===== config.mk =====
export PLATFORM = sky130hd
export DESIGN_NAME = mem_port_arbiter
export DESIGN_NICKNAME = d
export VERILOG_FILES = /design/src/rtl/mem_port_arbiter.sv
export SDC_FILE = /design/constraint.sdc
export NUM_CORES = 1
export LEC_CHECK = 0
export ABC_CLOCK_PERIOD_IN_PS = 4900
export CORE_MARGIN = 1
export CORE_UTILIZATION = 30
export CTS_BUF_LIST = sky130_fd_sc_hd__clkbuf_8
export DETAILED_ROUTE_END_ITERATION = 16
export GPL_TIMING_DRIVEN = 0
export MAX_ROUTING_LAYER = met4
export PLACE_DENSITY = 0.62
export SLEW_MARGIN = 20
export SYNTH_ARGS = -nofsm -noshare
export SYNTH_HDL_FRONTEND = slang
export SYNTH_SLANG_ARGS = --single-unit

===== constraint.sdc =====
create_clock -name clock -period 4.9 [get_ports clock]
set_input_delay 0.735 -clock clock [delete_from_list [all_inputs] [get_ports clock]]
set_output_delay 0.735 -clock clock [all_outputs]
set_load 0.05 [all_outputs]

===== src/rtl/mem_port_arbiter.sv =====
// mem_port_arbiter: round-robin arbiter and sequencer for the shared data-memory
// port. Each grant runs one read or write: a registered address phase, a wait of
// MEM_LATENCY cycles for the memory, then a one-cycle acknowledge.
//
// Handshake: a requester raises req[i] (level) with req_we/req_addr/req_wdata and
// holds them until ack[i] pulses. gnt[i] stays high from the grant edge through
// the ack cycle. Address and data are latched at grant, so changes after the grant
// are ignored, and dropping req mid-transaction does not cancel it.
module mem_port_arbiter #(
  parameter int NUM_REQ     = 4,
  parameter int ADDR_W      = 16,
  parameter int DATA_W      = 16,
  parameter int MEM_DEPTH   = 1024,
  parameter int MEM_LATENCY = 1
) (
  input  logic                        clock,
  input  logic                        nreset,
  input  logic [NUM_REQ-1:0]          req,
  input  logic [NUM_REQ-1:0]          req_we,
  input  logic [NUM_REQ*ADDR_W-1:0]   req_addr,
  input  logic [NUM_REQ*DATA_W-1:0]   req_wdata,
  output logic [NUM_REQ-1:0]          gnt,
  output logic [NUM_REQ-1:0]          ack,
  output logic                        err,
  output logic [DATA_W-1:0]           rd_data,
  output logic [ADDR_W-1:0]           mem_address,
  output logic                        mem_we,
  output logic [DATA_W-1:0]           mem_wdata,
  input  logic [DATA_W-1:0]           mem_rdata,
  output logic                        busy,
  output logic [1:0]                  state_dbg
);

  localparam int IDX_W = (NUM_REQ > 1) ? $clog2(NUM_REQ) : 1;

  localparam logic [1:0] S_IDLE   = 2'd0;
  localparam logic [1:0] S_ACCESS = 2'd1;
  localparam logic [1:0] S_ACK    = 2'd2;

  // One bit wider than the address so MEM_DEPTH itself is representable.
  localparam logic [ADDR_W:0] DEPTH_L = (ADDR_W + 1)'(MEM_DEPTH);

  logic [1:0]         state;
  logic [2:0]         cnt;
  logic [IDX_W-1:0]   last_grant;
  logic               we_q;
  logic               oor_q;

  logic               win_found;
  logic [IDX_W-1:0]   win_idx;
  logic [IDX_W-1:0]   cand_idx;
  int                 cand;
  logic [ADDR_W-1:0]  win_addr;
  logic [DATA_W-1:0]  win_wdata;
  logic               win_we;
  logic               win_in_range;
  logic [NUM_REQ-1:0] win_onehot;

  // Round-robin pick: first set req bit after last_grant, wrapping around.
  always_comb begin
    win_found = 1'b0;
    win_idx   = '0;
    cand      = 0;
    cand_idx  = '0;
    for (int k = 1; k <= NUM_REQ; k++) begin
      cand = int'(last_grant) + k;
      if (cand >= NUM_REQ) cand = cand - NUM_REQ;
      cand_idx = IDX_W'(cand);
      if (!win_found && req[cand_idx]) begin
        win_found = 1'b1;
        win_idx   = cand_idx;
      end
    end
    win_addr     = req_addr[win_idx*ADDR_W +: ADDR_W];
    win_wdata    = req_wdata[win_idx*DATA_W +: DATA_W];
    win_we       = req_we[win_idx];
    win_in_range = ({1'b0, win_addr} < DEPTH_L);
    win_onehot   = NUM_REQ'(1) << win_idx;
  end

  // Transaction sequencer: IDLE -> ACCESS (MEM_LATENCY cycles) -> ACK -> IDLE.
  always_ff @(posedge clock or negedge nreset) begin
    if (!nreset) begin
      state       <= S_IDLE;
      cnt         <= '0;
      last_grant  <= IDX_W'(NUM_REQ - 1);
      we_q        <= 1'b0;
      oor_q       <= 1'b0;
      gnt         <= '0;
      ack         <= '0;
      err         <= 1'b0;
      rd_data     <= '0;
      mem_address <= '0;
      mem_we      <= 1'b0;
      mem_wdata   <= '0;
    end else begin
      case (state)
        S_IDLE: begin
          if (win_found) begin
            state       <= S_ACCESS;
            cnt         <= '0;
            gnt         <= win_onehot;
            last_grant  <= win_idx;
            // Out-of-range accesses never reach the memory: address forced to 0.
            mem_address <= win_in_range ? win_addr : '0;
            mem_wdata   <= win_wdata;
            we_q        <= win_we;
            oor_q       <= !win_in_range;
            mem_we      <= win_we && win_in_range;
          end
        end
        S_ACCESS: begin
          cnt    <= cnt + 3'd1;
          // Write strobe lasts only the first ACCESS cycle.
          mem_we <= 1'b0;
          if (cnt == 3'(MEM_LATENCY - 1)) begin
            rd_data <= (we_q || oor_q) ? '0 : mem_rdata;
            ack     <= gnt;
            err     <= oor_q;
            state   <= S_ACK;
          end
        end
        S_ACK: begin
          gnt         <= '0;
          ack         <= '0;
          err         <= 1'b0;
          mem_address <= '0;
          mem_we      <= 1'b0;
          state       <= S_IDLE;
        end
        default: begin
          state <= S_IDLE;
        end
      endcase
    end
  end

  assign busy      = (state != S_IDLE);
  assign state_dbg = state;

endmodule


-- Word-level counts from Yosys, hierarchy flattened
Index checks and enable logic that the tools add are counted.
- output and inout port bits: 61
- register bits: 67
- word-level logic and storage cells: 101
- bits of input ports: 154
- memories: 0
- memory bits (writable): 0
- memory bits (read-only): 0
- bits in latches: 0
- shift-type cells: 3
- multiply operators: 0
- multiplexer cells: 39
- eq/ne operators: 4
- order comparisons: 10
- add/subtract/negate cells: 9
- reduce and logical (&&, ||, !) cells: 24
- divide/modulo/power cells: 0
- bitwise logic cells: 0
- operator list (cell ; number):
    $shiftx 64x7->16 ; 2
    $mux 16 ; 3
    $pmux 16 s2 ; 1
    $mux 2 ; 10
    $lt 16x11->1 const B ; 1
    $pmux 4 s2 ; 2
    $lt 2x3->1 const B ; 5
    $reduce_and 2->1 ; 7
    $mux 1 ; 11
    $bmux 1 s2 ; 5
    $reduce_bool 2->1 ; 5
    $ge 3x3->1 const B ; 3
    $mux 4 ; 2
    $sub 2x1->2 const B ; 4
    $add 2x2->3 const B ; 2
    $pmux 3 s2 ; 1
    $add 2x3->4 const B ; 1
    $ge 4x3->1 const B ; 1
    $logic_and 1x1->1 ; 4
    $logic_not 1->1 ; 4
    $ne 2x2->1 const B ; 2
    $pmux 1 s2 ; 2
    $pmux 2 s2 ; 1
    $shl 1x2->4 const A ; 1
    9 further kinds ; 9

-- Logic depth before layout (Yosys ltp)
Gate-level depths: netlist of the first run.
- word-level depth: 20
- depth in mapped cells: 9
- gate-level depth less buffers: 6

-- Worst setup path after synthesis of the first run
Ideal clock, no wire load.
- path kind: register -> register
- start: register state[0], in the netlist state_dbg[0]
- end: register mem_we
- path buffers: 0
- data required time: 4796 ps
- stages on the path, launching flop included: 6
- clock period less this slack: 2283 ps
- library setup time: 104 ps
- path slack: 2617 ps
- arrival: 2180 ps
- cells stage by stage: dfrtp_1 inv_1 ha_1 clkinv_1 or3_1 o41ai_2
- cells in the longest elaborated chain, start to end: 4
- elaborated cells between the ends (all ways): 8
- those cells by class: eq/ne: 3; mux: 1; reduce/logical: 4
- ends and longest elaborated chain (element ; line ; source):
    from (decl) ; 43 ; logic [1:0] state;
    from (signal assigned) ; 84 ; state <= S_IDLE;
    from (signal assigned) ; 100 ; state <= S_ACCESS;
    from (signal assigned) ; 120 ; state <= S_ACK;
    $eq 2x1->1 or $eq 2x2->1 (tied branches) ; 97 ; case (state)
    $reduce_or 2->1 (no source line) ; -- ;
    $reduce_bool 2->1 (no source line) ; -- ;
    $reduce_and 2->1 (no source line) ; -- ;
    to (signal assigned) ; 109 ; mem_we <= win_we && win_in_range;
    to (decl) ; 27 ; output logic mem_we,
Parallel ways exist; a longest one is shown, timed or not.
A chain may end at the register's enable or synchronous reset.

-- Final worst setup path of the first run
- start: register state[0], in the netlist state_dbg[0]
- end: output port busy
- cells in the longest elaborated chain, start to end: 1
- ends and longest elaborated chain (element ; line ; source):
    $reduce_bool 2->1 ; 138 ; assign busy = (state != S_IDLE);
    to (decl) ; 30 ; output logic busy,
Every way passes these cells.

==> impl_metrics.ini, run 1 <==
[outcome]
status = finished clean

[placement]
dp_hpwl_um = 10800
dp.cells = 873
pre_cts_slack_ns = 1.58
globalplace.congestion = 0.779
port_buffers = 214

[worst_setup_path]
regToRegStartpoint = last_grant[1]$_DFFE_PN1P_
critPathKind = register to output pin
crit_path_start_kind = register
r2r-end = mem_address[0]$_DFFE_PN0P_
cp_data_required_time_ns = 4.16
worst-path-max-fanout = 9
arrival_ns = 2.33
r2r_slack_ns = 2.59
critPathCaptureType = output pin
reg2reg_depth = 6

[synthesis]
synth_area_um2 = 3970
seq_area_frac_synth = 0.423
syn_nets = 646
synth_seq_cells = 67
avgSynthCellArea_um2 = 8.16
ys_types = 42
syn_inst = 486
yosysWarnings = 0
synthArstFlopShare = 1.00
synth-main-ff-cell = dfrtp_1
synth_edf_count = 0

[pwr]
vdd.ir_drop.worst_uv = 216
swShare = 0.504
p_seq_frac = 0.239
intPower_mw = 1.82
p_sw_mw = 1.85
p_leak_nw = 2.86
power_mw = 3.66
p_per_area_nw_per_um2 = 562
pwr-share-clk = 0.122
comb_power_share = 0.639

[timing]
rsz0062_at_grt = false
hold_violations = 0
clock_skew_ns = 0.0102
max_freq_mhz = 326
max_slew.worst_pin.slew_ns = 0.800
finalWorstSetupSlack_ns = 1.83
fin_setup_tns_ns = 0
finalSetupViolCount = 0
drv_slew = 0
period_minus_slack_ns = 3.07
max_slew_margin = 0.462
min_period_over_period = 0.626

[floorplanning]
die_h_um = 117
die-area_um2 = 13700
die_w_um = 117
core_um2 = 12800
ios = 215
start_util = 0.311
rows = 41

[final_layout]
fin_nets = 872
multi_input_area_um2 = 2060
fillers = 1241
area_delta_synth_final_pct = 64.4
instances_no_fill = 888
drive_gt1_frac = 0.0894
diodes = 0
seq_area_um2 = 1680

[route]
viasPerCell = 4.83
drc_errors = 0
firstDrtPassIters = 4
post_drt_wl_per_cell_um = 15.5
wl_um = 13700
first_iter_violations = 177
vias = 4290
ant_nets = 0

[cts]
cts-root-buf = clkbuf_8
clock_latency_ns = 0.35
cts_setup_buffers = 0
cts_repair_resize_count = 0
cts_buffers = 9
hold_buffers = 0
clk_pin_slew_ns = 0.07
cts_tree = built
cts_sinks = 67
cts-htree-levels = 3
clk_path_buf_depth = 2

[global_routing]
grt_max_degree = 35
grt_pass1_vias = 4392
antenna_found_initial = 0
grt-ovfl-total = 0
grt_pass1_wl_um = 21500
grt_usage = 0.212

[flow_run]
drv_cap = 0

[worst_hold_path]
min_path_type = input port to async pin
## state kept, by name (all words and copies together) (netlist names)
name	count
oor_q	1
gnt	4
mem_we	1
we_q	1
last_grant	2
ack	4
mem_wdata	16
rd_data	16
mem_address	16
err	1
state_dbg	2
cnt	3
## worst max-delay path: stages, from the launching register on
cell and delay [ns]:
dfrtp_1 0.42, inv_1 0.12, ha_1 0.33, clkinv_1 0.31
clkdlybuf4s50_1 0.81
## cells in the mapped netlist (all sizes together), types with 3 or more instances
cell	n	area (um^2)
nand2	179	672
dfrtp	65	1630
and3	34	213
a21oi	33	199
o31ai	27	253
o21ai	25	125
buf	17	145
clkbuf	16	60.1
nand3	16	80.1
and2	9	56.3
nor2	8	30.0
nor2b	8	50.1
ha	6	75.1
nand2b	5	31.3
nor3	5	41.3
nor4	5	31.3
inv	4	15.0
a22o	3	26.3
## kinds of logic after synthesis
| logic type | synth area share |
|---|---|
| AND/OR/NAND/NOR | 0.309 |
| AO/OA/AOI/OAI | 0.182 |
| flip-flops | 0.423 |
| buffers and inverters | 0.0564 |
| adder cells (fa/ha/maj) | 0.0189 |
| multiplexers | 0.0107 |
## metrics by stage
step                 util  area [um^2]  hold slack, ns
global route        0.511         6520           0.364
detailed placement  0.497         6340           0.455
finish              0.511         6520           0.337
floorplan               -         3970           0.439
CTS                 0.511         6520           0.344
global placement    0.495         6320           0.450
## cells in the final DEF, fill, tap and decap left out, types with 6 or more instances in the layout
cell type and instances:
o21ai_1 11, nor2_1 8, and3_1 34, clkbuf_8 9, nand2_1 179, clkdlybuf4s50_1 213, o31ai_1 17, a21oi_2 9
clkbuf_1 16, buf_6 8, a21oi_1 24, o21ai_0 14, dfrtp_1 65, ha_1 6, nor2b_1 8, o31ai_2 10
and2_1 9, nand3_1 16
## power groups by stage
| stage | Clock (mW) | Combinational [mW] | Sequential, mW |
|---|---|---|---|
| 4_1_cts | 0.459 | 2.36 | 0.879 |
| 3_3_place_gp | 0 | 2.33 | 0.877 |
| 6_report | 0.446 | 2.34 | 0.876 |
| 2_1_floorplan | 0 | 0.998 | 1.43 |
| 3_5_place_dp | 0 | 2.36 | 0.889 |
| 5_1_grt | 0.485 | 2.54 | 0.905 |
## routing by layer
layer	wire [um]	GRT usage	vias up
li1	-	-	2106
met1	5750	0.247	2018
met2	6950	0.372	147
met3	830	0.0366	19
met4	202	0.0650	0
met5	0	-	-
## worst max-delay path by stage
| stage | cells after the start | end | startpoint | slack (ns) |
|---|---|---|---|---|
| floorplan | 5 | mem_we$_DFFE_PN0P_ | state_dbg[0]$_DFFE_PN0P_ | 2.62 |
| global placement | 1 | mem_wdata[3]$_DFFE_PN0P_ | nreset | 0.76 |
| global route | 4 | busy | state_dbg[1]$_DFFE_PN0P_ | 1.69 |
| finish | 4 | busy | state_dbg[0]$_DFFE_PN0P_ | 1.83 |
| detailed placement | 7 | mem_address[0]$_DFFE_PN0P_ | req[1] | 1.58 |
| CTS | 4 | busy | state_dbg[0]$_DFFE_PN0P_ | 1.81 |
## cell type report
class,instances,area share
repair buffers,215,0.331
multi-input cells,381,0.316
flip-flops and latches,67,0.257
well taps,172,0.0330
plain buffers,33,0.0315
clock buffers,9,0.0190
clock inverters,6,0.00882
inverters,5,0.00288
Power figures use the tool's default switching activity.
==> inputs of run 2 (changes only) <==
ABC_CLOCK_PERIOD_IN_PS = 2900   (was 4900)
clock period = 2.9 ns   (was 4.9 ns; I/O delays follow)
==> impl_metrics.ini, run 2 (same netlist as run 1, synthesis figures left out) <==
[worst_setup_path]
critPathTopFamily = simple AND/OR/NAND/NOR gates
regToRegStartpoint = last_grant[1]$_DFFE_PN1P_
crit_end = mem_address[0]$_DFFE_PN0P_
r2r_slack_ns = 0.59
crit_buf_inv = 2
reg2reg_depth = 6
cp_data_required_time_ns = 3.16
r2r-end = mem_address[0]$_DFFE_PN0P_
critPathKind = input port to register
critPathCaptureType = register
slowest_delay_ns = 0.74
crit_path_start_kind = input port
arrival_ns = 2.91
crit_chain = clkdlybuf4s50_1, nor4_1, nand2_1, o21ai_0, clkbuf_1, nand2_1, o31ai_2
crit_top_cell = nand2_1
cp.depth = 7
worst-path-max-fanout = 10
startpoint = req[1]
worst_path_max_delay_cell = nor4_1

[final_layout]
top_regs = mem_address x16, mem_wdata x16, rd_data x16
instances_no_fill = 888
drive_gt1_frac = 0.0894
utilization = 0.511
seq_area_um2 = 1680
fillers = 1240
fin_nets = 872
final_common_cell = clkdlybuf4s50_1
final_cell_mix = 212 x clkdlybuf4s50_1, 179 x nand2_1, 65 x dfrtp_1
diodes = 0
area_delta_synth_final_pct = 64.5
multi_input_area_um2 = 2060

[global_routing]
antenna_found_initial = 0
grt_pass1_wl_um = 21500
grt-ovfl-total = 0
grt_pass1_vias = 4392
grt_max_degree = 35
grt_usage = 0.212

[timing]
hold_violations = 0
max_freq_mhz = 377
min_period_over_period = 0.914
period_minus_slack_ns = 2.65
max_slew.worst_pin.slew_ns = 0.800
clock_skew_ns = 0.0102
finalSetupViolCount = 0
hold_ws_ns = 0.0369
rsz0062_at_grt = false
drv_slew = 0
finalWorstSetupSlack_ns = 0.249
max_slew_margin = 0.462

[floorplanning]
die-area_um2 = 13700
start_util = 0.311
rows = 41
core_um2 = 12800
ios = 215
die_h_um = 117
die_w_um = 117

[placement]
port_buffers = 214
globalplace.congestion = 0.779
dp.cells = 873
dp_hpwl_um = 10800
pre_cts_slack_ns = -0.122

[cts]
cts-root-buf = clkbuf_8
cts_setup_buffers = 0
cts_buffers = 9
clk_pin_slew_ns = 0.07
cts_tree = built
clk_path_buf_depth = 2
hold_buffers = 0
cts-htree-levels = 3
cts_repair_resize_count = 0
cts_sinks = 67
clock_latency_ns = 0.35

[pwr]
pwr-share-clk = 0.122
vdd.ir_drop.worst_uv = 365
swShare = 0.504
p_per_area_nw_per_um2 = 948
p_leak_nw = 2.86
intPower_mw = 3.07
p_seq_frac = 0.239
p_sw_mw = 3.12
comb_power_share = 0.639
power_mw = 6.19

[route]
firstDrtPassIters = 4
wl_um = 13700
vias = 4290
ant_nets = 0
viasPerCell = 4.83
drc_errors = 0
post_drt_wl_per_cell_um = 15.5
first_iter_violations = 177

[worst_hold_path]
min_path_type = input port to async pin

[flow_run]
drv_cap = 0

[outcome]
status = finished clean
## run 2: per-layer routing
layer / vias up / track usage / part of all wire
li1: 2106 / - / -
met1: 2018 / 0.247 / 0.42
met2: 147 / 0.372 / 0.51
met3: 19 / 0.0366 / 0.060
met4: 0 / 0.0650 / 0.015
met5: - / - / 0
## run 2: worst min-delay path by stage
| stage | start | end | slack, ns |
|---|---|---|---|
| floorplan | nreset | ack[0]$_DFFE_PN0P_ | 0.14 |
| global placement | rd_data[13]$_DFFE_PN0P_ | rd_data[13]$_DFFE_PN0P_ | 0.45 |
| detailed placement | nreset | rd_data[4]$_DFFE_PN0P_ | 0.42 |
| CTS | nreset | rd_data[4]$_DFFE_PN0P_ | 0.04 |
| global route | nreset | rd_data[4]$_DFFE_PN0P_ | 0.06 |
| finish | nreset | rd_data[4]$_DFFE_PN0P_ | 0.04 |
## run 2: layout make-up
type | count | share of cell area
multi-input cells | 381 | 0.316
clock buffers | 9 | 0.0190
flip-flops and latches | 67 | 0.257
plain buffers | 33 | 0.0314
inverters | 5 | 0.00288
well taps | 172 | 0.0330
repair buffers | 215 | 0.331
clock inverters | 6 | 0.00882
## run 2: power groups by stage
stage          registers, mW  logic (mW)  clock network, mW
2_1_floorplan           2.41        1.69                  0
3_3_place_gp            1.48        3.94                  0
3_5_place_dp            1.50        3.99                  0
4_1_cts                 1.49        3.99              0.776
5_1_grt                 1.53        4.30              0.819
6_report                1.48        3.96              0.754
## run 2: stage by stage
| stage | cell area (um^2) | setup TNS, ns |
|---|---|---|
| 2_1_floorplan | 3970 | 0 |
| 3_3_place_gp | 6320 | -63.23 |
| 3_5_place_dp | 6340 | -1.48 |
| 4_1_cts | 6520 | 0 |
| 5_1_grt | 6530 | 0 |
| 6_report | 6530 | 0 |
==> inputs of run 3 (changes only) <==
CORE_UTILIZATION = 41   (was 30)
PLACE_DENSITY = 0.82   (was 0.62)
RECOVER_POWER = 50   (was default)
==> impl_metrics.ini, run 3 (same netlist as run 1, synthesis figures left out) <==
[outcome]
status = finished, violations left
violations = max-capacitance violations, max-slew violations

[timing]
rsz0062_at_grt = false
max_slew_margin = -0.171
hold_ws_ns = 0.466
max_freq_mhz = 363
finalSetupViolCount = 0
drv_slew = 34
min_period_over_period = 0.951
finalWorstSetupSlack_ns = 0.142
max_slew.worst_pin.slew_ns = 1.76
period_minus_slack_ns = 2.76
clock_skew_ns = 0.00797
fin_setup_tns_ns = 0
hold_violations = 0

[placement]
dp.cells = 830
globalplace.congestion = 0.844
pre_cts_slack_ns = -0.130
port_buffers = 214
place_area_um2 = 6290
dp_hpwl_um = 10200

[final_layout]
final_common_cell = clkdlybuf4s50_1
fillers = 786
utilization = 0.696
diodes = 0
final_cell_mix = 200 x clkdlybuf4s50_1, 179 x nand2_1, 65 x dfrtp_1
area_delta_synth_final_pct = 63.6
stdcell_area_um2 = 6490
fin_nets = 872
drive_gt1_frac = 0.0894
instances_no_fill = 845
top_regs = mem_address x16, mem_wdata x16, rd_data x16

[worst_setup_path]
cp_data_required_time_ns = 2.47
crit_buf_inv = 3
critPathCaptureType = output pin
startpoint = state_dbg[1]$_DFFE_PN0P_
worst_path_max_delay_cell = clkdlybuf4s50_1
critPathKind = register to output pin
critPathTopFamily = buffers and inverters
crit_path_start_kind = register
regToRegStartpoint = last_grant[1]$_DFFE_PN1P_
slowest_delay_ns = 0.80
arrival_ns = 2.32
worst-path-max-fanout = 9
crit_chain = inv_1, ha_1, clkinv_1, clkdlybuf4s50_1

[route]
drc_errors = 0
vias = 4340
firstDrtPassIters = 4
viasPerCell = 5.14
post_drt_wl_per_cell_um = 15.3
wl_um = 12900
first_iter_violations = 149
ant_nets = 0

[global_routing]
antenna_found_initial = 0
grt-ovfl-total = 0
grt_pass1_vias = 4472
grt_pass1_wl_um = 20300
grt_usage = 0.266
grt_max_degree = 36

[cts]
cts_tree = built
cts-root-buf = clkbuf_8
cts_sinks = 67
cts_buffers = 9
clk_pin_slew_ns = 0.07
cts-htree-levels = 3
clk_path_buf_depth = 2
clock_latency_ns = 0.34

[pwr]
power_mw = 6.25
p_seq_frac = 0.238
p_leak_nw = 2.89
p_per_area_nw_per_um2 = 962
p_sw_mw = 3.10
pwr-share-clk = 0.137
swShare = 0.497
vdd.ir_drop.worst_uv = 426
intPower_mw = 3.14
comb_power_share = 0.625

[floorplanning]
rows = 35
start_util = 0.425
ios = 215
die_w_um = 100
die-area_um2 = 10100
die_h_um = 100
core_um2 = 9330

[worst_hold_path]
hp-start = rd_data[1]$_DFFE_PN0P_
min_path_type = register to register

[flow_run]
drv_cap = 1
## run 3: worst paths after layout
| kind | slack (ns) | cells past startpoint | to |
|---|---|---|---|
| setup / recovery | 0.14 | 4 | busy |
| hold / removal | 0.47 | 2 | rd_data[1]$_DFFE_PN0P_ |
| setup reg to reg | 0.60 | 6 | mem_address[0]$_DFFE_PN0P_ |
| hold reg to reg | 0.47 | 2 | rd_data[1]$_DFFE_PN0P_ |
| max in group asynchronous | 0.71 | 2 | rd_data[2]$_DFFE_PN0P_ |
| min in group asynchronous | 0.55 | 1 | cnt[1]$_DFFE_PN0P_ |
## run 3: what timing repair did
| action | 4_1_cts | 5_1_grt |
|---|---|---|
| hold buffers | 0 | 0 |
| setup buffers | 0 | 0 |
| resized for setup | 0 | 1 |
| endpoints found under the setup margin | 0 | 10 |
## run 3: routing by layer
layer  wire length, um  vias up  GRT usage  part of all wire
met1              5140     2052      0.295              0.40
li1                  -     2099          -                 -
met5                 0        -          -                 0
met3               781       23     0.0404             0.060
met2              6700      166      0.477              0.52
met4               286        0      0.108             0.022
## run 3: final cells by class
| cell class | count | area (um^2) | area share |
|---|---|---|---|
| Clock buffer | 9 | 124 | 0.0191 |
| Timing Repair Buffer | 215 | 2140 | 0.330 |
| Buffer | 33 | 205 | 0.0316 |
| Sequential cell | 67 | 1680 | 0.259 |
| Inverter | 5 | 18.8 | 0.00289 |
| Tap cell | 129 | 161 | 0.0249 |
| Multi-Input combinational cell | 381 | 2070 | 0.319 |
| Clock inverter | 6 | 91.3 | 0.0141 |
## run 3: worst reg2reg max path, stage by stage (launching register included)
cell	delay (ns)
dfstp_2	0.60
nand3b_1	0.13
a31oi_2	0.32
buf_2	0.31
clkbuf_1	0.40
o221ai_1	0.21
o31ai_2	0.24
## run 3: power groups by stage
stage / Sequential, mW / Combinational, mW / Clock (mW)
3_5_place_dp: 1.50 / 3.93 / 0
6_report: 1.49 / 3.91 / 0.854
3_3_place_gp: 1.48 / 3.86 / 0
4_1_cts: 1.49 / 3.94 / 0.863
5_1_grt: 1.52 / 4.21 / 0.908
2_1_floorplan: 2.41 / 1.69 / 0
